<file path="config.mk">
export PLATFORM = sky130hd
export DESIGN_NAME = seg7_rx_decoder
export DESIGN_NICKNAME = d
export VERILOG_FILES = /design/src/rtl/seg7_rx_decoder.sv
export SDC_FILE = /design/constraint.sdc
export NUM_CORES = 1
export LEC_CHECK = 0
export CAP_MARGIN = 20
export CORE_AREA = 2 2 65 67
export CTS_CLUSTER_SIZE = 12
export DETAILED_ROUTE_END_ITERATION = 16
export DIE_AREA = 0 0 67 69
export HOLD_SLACK_MARGIN = 0.06
export MAX_ROUTING_LAYER = met4
export PLACE_DENSITY_LB_ADDON = 0.3
export SYNTH_ARGS = -nofsm -noshare
export SYNTH_HDL_FRONTEND = slang
export SYNTH_SLANG_ARGS = --single-unit
export TNS_END_PERCENT = 20
</file>
<file path="constraint.sdc">
create_clock -name clk_i -period 3.55 [get_ports clk_i]
set_clock_uncertainty 0.1 [all_clocks]
set_input_delay 0.355 -clock clk_i [delete_from_list [all_inputs] [get_ports clk_i]]
set_output_delay 0.355 -clock clk_i [all_outputs]
set_load 0.005 [all_outputs]
</file>
<file path="src/rtl/seg7_rx_decoder.sv">
// Receive-side seven-segment monitor: synchronizes active-low segment pins, debounces, decodes to a digit.
// Define SEG7_RX_HEX_EN to also accept the hex glyphs A b C d E F as values 10-15.
module seg7_rx_decoder #(
    parameter int STABLE_CYCLES = 4,
    parameter int CNT_W         = 8
) (
    input  logic             clk_i,
    input  logic             rst_n_i,
    input  logic             seg_A_i,
    input  logic             seg_B_i,
    input  logic             seg_C_i,
    input  logic             seg_D_i,
    input  logic             seg_E_i,
    input  logic             seg_F_i,
    input  logic             seg_G_i,
    input  logic             err_clr_i,
    output logic [3:0]       digit_o,
    output logic             digit_valid_o,
    output logic             digit_stb_o,
    output logic             blank_o,
    output logic             err_o,
    output logic [CNT_W-1:0] change_cnt_o
);

    localparam logic [1:0] ST_IDLE   = 2'd0;
    localparam logic [1:0] ST_SETTLE = 2'd1;
    localparam logic [1:0] ST_LOCKED = 2'd2;
    localparam logic [7:0] STABLE_MAX = 8'(STABLE_CYCLES);

    logic [6:0] r_sync1;
    logic [6:0] r_sync2;
    logic [6:0] r_prev;
    logic [7:0] r_stab;
    logic [1:0] r_state;

    logic [6:0] w_s;
    logic       w_changed;
    logic [7:0] w_stab_next;
    logic       w_accept;
    logic       w_legal;
    logic       w_blank;
    logic [3:0] w_value;

    // Pins are active-low; s is active-high with segment A in the MSB.
    assign w_s       = ~r_sync2;
    assign w_changed = (w_s != r_prev);

    always_comb begin
        w_stab_next = r_stab;
        if (w_changed)
            w_stab_next = 8'd1;
        else if (r_stab < STABLE_MAX)
            w_stab_next = r_stab + 8'd1;
    end

    // A changed pattern can be accepted straight out of LOCKED when STABLE_CYCLES is 1.
    assign w_accept = ((r_state == ST_SETTLE) || ((r_state == ST_LOCKED) && w_changed))
                      && (w_stab_next == STABLE_MAX);

    always_comb begin
        w_legal = 1'b1;
        w_blank = 1'b0;
        w_value = 4'd0;
        case (w_s)
            7'b1111110: w_value = 4'd0;
            7'b0110000: w_value = 4'd1;
            7'b1101101: w_value = 4'd2;
            7'b1111001: w_value = 4'd3;
            7'b0110011: w_value = 4'd4;
            7'b1011011: w_value = 4'd5;
            7'b1011111: w_value = 4'd6;
            7'b1110000: w_value = 4'd7;
            7'b1111111: w_value = 4'd8;
            7'b1111011: w_value = 4'd9;
`ifdef SEG7_RX_HEX_EN
            7'b1110111: w_value = 4'd10;
            7'b0011111: w_value = 4'd11;
            7'b1001110: w_value = 4'd12;
            7'b0111101: w_value = 4'd13;
            7'b1001111: w_value = 4'd14;
            7'b1000111: w_value = 4'd15;
`endif
            7'b0000000: begin
                w_legal = 1'b0;
                w_blank = 1'b1;
            end
            default:    w_legal = 1'b0;
        endcase
    end

    always_ff @(posedge clk_i or negedge rst_n_i) begin
        if (!rst_n_i) begin
            r_sync1       <= '1;
            r_sync2       <= '1;
            r_prev        <= '0;
            r_stab        <= '0;
            r_state       <= ST_IDLE;
            digit_o       <= '0;
            digit_valid_o <= 1'b0;
            digit_stb_o   <= 1'b0;
            blank_o       <= 1'b0;
            err_o         <= 1'b0;
            change_cnt_o  <= '0;
        end else begin
            r_sync1     <= {seg_A_i, seg_B_i, seg_C_i, seg_D_i, seg_E_i, seg_F_i, seg_G_i};
            r_sync2     <= r_sync1;
            r_prev      <= w_s;
            digit_stb_o <= 1'b0;

            if (r_state == ST_IDLE) begin
                r_stab  <= '0;
                r_state <= ST_SETTLE;
            end else begin
                r_stab <= w_stab_next;
                if (w_accept)
                    r_state <= ST_LOCKED;
                else if (w_changed)
                    r_state <= ST_SETTLE;
            end

            // Clear first so a coincident illegal accept leaves err_o set.
            if (err_clr_i)
                err_o <= 1'b0;

            if (w_accept) begin
                if (w_blank) begin
                    blank_o       <= 1'b1;
                    digit_valid_o <= 1'b0;
                end else if (w_legal) begin
                    blank_o <= 1'b0;
                    if (!digit_valid_o || (w_value != digit_o)) begin
                        digit_o       <= w_value;
                        digit_valid_o <= 1'b1;
                        digit_stb_o   <= 1'b1;
                        if (change_cnt_o != '1)
                            change_cnt_o <= change_cnt_o + 1'b1;
                    end
                end else begin
                    err_o         <= 1'b1;
                    digit_valid_o <= 1'b0;
                    blank_o       <= 1'b0;
                end
            end
        end
    end

endmodule
</file>
==> impl_metrics.tcl, run 1 <==
set metrics [dict create \
    min_period_ps 3230 \
    required_ps 3640 \
    grt_pass1_vias 1475 \
    crit_path_start "r_sync2[5]" \
    cp-end-kind "flop" \
    fin_cells 256 \
    dp_slack_ps 366 \
    cts_buffers 5 \
    track_usage_pct 20.0 \
    cp-start-kind "flop" \
    reg2reg_slack_ps 320 \
    whs_ps 249 \
    port_buffers 25 \
    gp_congestion 0.924 \
    setup_viol 0 \
    slowest_stage "or4_1" \
    gr-total-overflow 0 \
    wl_mm 3.83 \
    synth_edf_count 0 \
    ys_ff_latch 47 \
    die_h_microns 69 \
    netlist_instances 179 \
    cp_max_fo 10 \
    timing.final.crit_share_pct 90.9 \
    grt_max_degree 48 \
    relSlewSlack_pct 64.0 \
    post_cts_buffers 0 \
    fin_util_pct 63.6 \
    htreeDepth 2 \
    finalPower_mw 1.01 \
    max_stage_delay_ps 690 \
    final_net_count 217 \
    crit_chain "or3b_1, a2111o_1, a211oi_1, a211oi_1, or4_1, and3_4, mux2_4" \
    dieArea_sq_um 4620 \
    layout_commonest_cell "dfrtp_1" \
    row_count 23 \
    final_cell_mix "dfrtp_1, clkdlybuf4s50_1, dfstp_2" \
    dr.pass1.iters 4 \
    powerDensity_nw_per_um2 408 \
    antenna_found_initial 0 \
    reg2reg_from "r_sync2[5]" \
    cts_tree "built" \
    synth.net_count 191 \
    max_freq_mhz 310 \
    drt_iter0_markers 122 \
    cap_violations 0 \
    synthArstFlopShare_pct 100 \
    drv_slew 0 \
    grt_pass1_wl_mm 6.82 \
    synth_ff_type "dfrtp_1" \
    synth.cell_area_sq_um 2070 \
    avgViaCountPerCell 5.64 \
    finalWorstSetupSlack_ps 323 \
    r2r_cells 7 \
    cts.sinks 47 \
    reg2reg_to "digit_o[1]" \
    pin_count 26 \
    worstMarginPinSlew_ps 539 \
    post-dp-hpwl_mm 2.74 \
    wl_per_cell_microns 15.0 \
    placedCellCount 246 \
    critical_path_depth 7 \
    diodes 0 \
    cts_buffer_depth 2 \
    drc 0 \
    place_area_sq_um 2330 \
    ant_nets 0 \
    ctsRootBufferMaster "clkbuf_8" \
    yosys_warnings 0 \
    vdd.ir_drop.worst_mv 0.314 \
    cp-endpoint "digit_o[1]" \
    ys_types 44 \
    start_util_pct 52.9 \
    fin_setup_tns_ps 0 \
    finalInstanceArea_sq_um 2490 \
    worst-path-buf-inv 0 \
    avgSynthCellArea_sq_um 11.6 \
    die_w_microns 67 \
    status "finished, final reports clean" \
    syn2layout_area_growth_pct 20.0 \
    insertion_delay_ps 300 \
    seq_area_frac_synth_pct 57.6 \
    hold_class "flop to flop" \
    rsz0062_at_grt "false" \
    cp_data_arrival_time_ps 3320 \
    ctsResizeCount 0 \
    finalHoldViolations 0 \
    p_leak_nw 1.07 \
    vias 1445 \
    cp_top_family "simple AND/OR/NAND/NOR gates" \
    core-area_sq_um 3910 \
    cpMostUsedCell "a211oi_1" \
    path_class "flop to flop" \
    drive_above_1_share_pct 14.1 \
    clk_pin_slew_worst_paths_ps 90 \
]
==> kinds of logic (layout without fill, tap and decap cells) <==
logic type               count (synthesis)  in the layout  share of synthesized area [%]
adder cells (fa/ha/maj)                  2              2                           1.21
XOR/XNOR                                16             16                           6.76
buffers and inverters                   18             45                           4.35
AO/OA/AOI/OAI                           17             17                           5.80
multiplexers                             7              7                           3.80
AND/OR/NAND/NOR                         72             72                           20.5
flip-flops                              47             47                           57.6
==> worst reg2reg max path, cell delays in order, from the launching register on <==
cell and delay [ps]:
dfstp_2 640, or3b_1 360, a2111o_1 470, a211oi_1 240
a211oi_1 60, or4_1 690, and3_4 280, mux2_4 290
==> what timing repair did <==
item,CTS,global route
endpoints found under the setup margin,0,0
hold endpoints to repair,0,9
hold buffers,0,1
==> layer usage <==
metal | vias to the layer above | share of wire, % | track usage, %
met5 | - | 0 | -
met4 | 0 | 1.6 | 9.30
met3 | 5 | 4.5 | 4.57
met2 | 47 | 52 | 31.7
met1 | 723 | 42 | 24.0
li1 | 670 | - | -
==> synthesized netlist by cell type (2+ instances only) <==
master,count,area (sq um)
dfrtp_1,33,826
dfstp_2,14,368
inv_1,10,37.5
nand2_1,10,37.5
xor2_1,10,87.6
nand4_1,9,56.3
nor2_1,8,30.0
and2_1,7,43.8
nand3_1,6,30.0
xnor2_1,6,52.6
nor2b_1,5,31.3
nand2b_1,4,25.0
nor3_1,4,20.0
a21oi_1,3,15.0
and3_1,3,18.8
buf_2,3,15.0
mux2_2,3,33.8
mux2i_1,3,30.0
nor3b_1,3,22.5
o21ai_0,3,15.0
a211oi_1,2,15.0
buf_6,2,22.5
clkbuf_1,2,7.51
ha_1,2,25.0
nand4b_1,2,17.5
nor4_1,2,12.5
nor4bb_1,2,20.0
or4_1,2,15.0
==> flip-flops by register name (all words and copies together) (netlist names) <==
signal	flops
change_cnt_o	8
r_state	2
err_o	1
r_sync1	7
blank_o	1
digit_valid_o	1
r_stab	8
r_prev	7
r_sync2	7
digit_o	4
digit_stb_o	1
==> worst min-delay path by stage <==
stage | start | end | slack (ps) | cells past startpoint
finish | r_sync1[0] | r_sync2[0] | 250 | 0
global route | r_sync1[0] | r_sync2[0] | 270 | 0
CTS | rst_n_i | r_stab[7] | 150 | 1
detailed placement | r_sync1[1] | r_sync2[1] | 250 | 0
global placement | r_sync1[4] | r_sync2[4] | 250 | 0
floorplan | rst_n_i | blank_o | -40 | 0
==> power by group <==
group          internal, mW  switching [mW]  leakage [nW]
clock network         0.225           0.177        0.0618
registers             0.554          0.0131         0.582
logic                0.0220          0.0232         0.425
==> area by class of cell <==
cell class                 count  area, sq um
clock buffer                   8          123
fill                         321         1430
inverter                      10         37.5
multi-input combinational    114          788
sequential                    47         1190
tap                           50         62.6
timing repair buffer          27          283
No activity file was read; power rests on OpenSTA's default activity.
==> inputs of run 2 (changes only) <==
CTS_CLUSTER_DIAMETER = 40   (was default)
==> results of run 2 <==
Same layout as run 1: the final DEF is identical, and so are final timing and power.
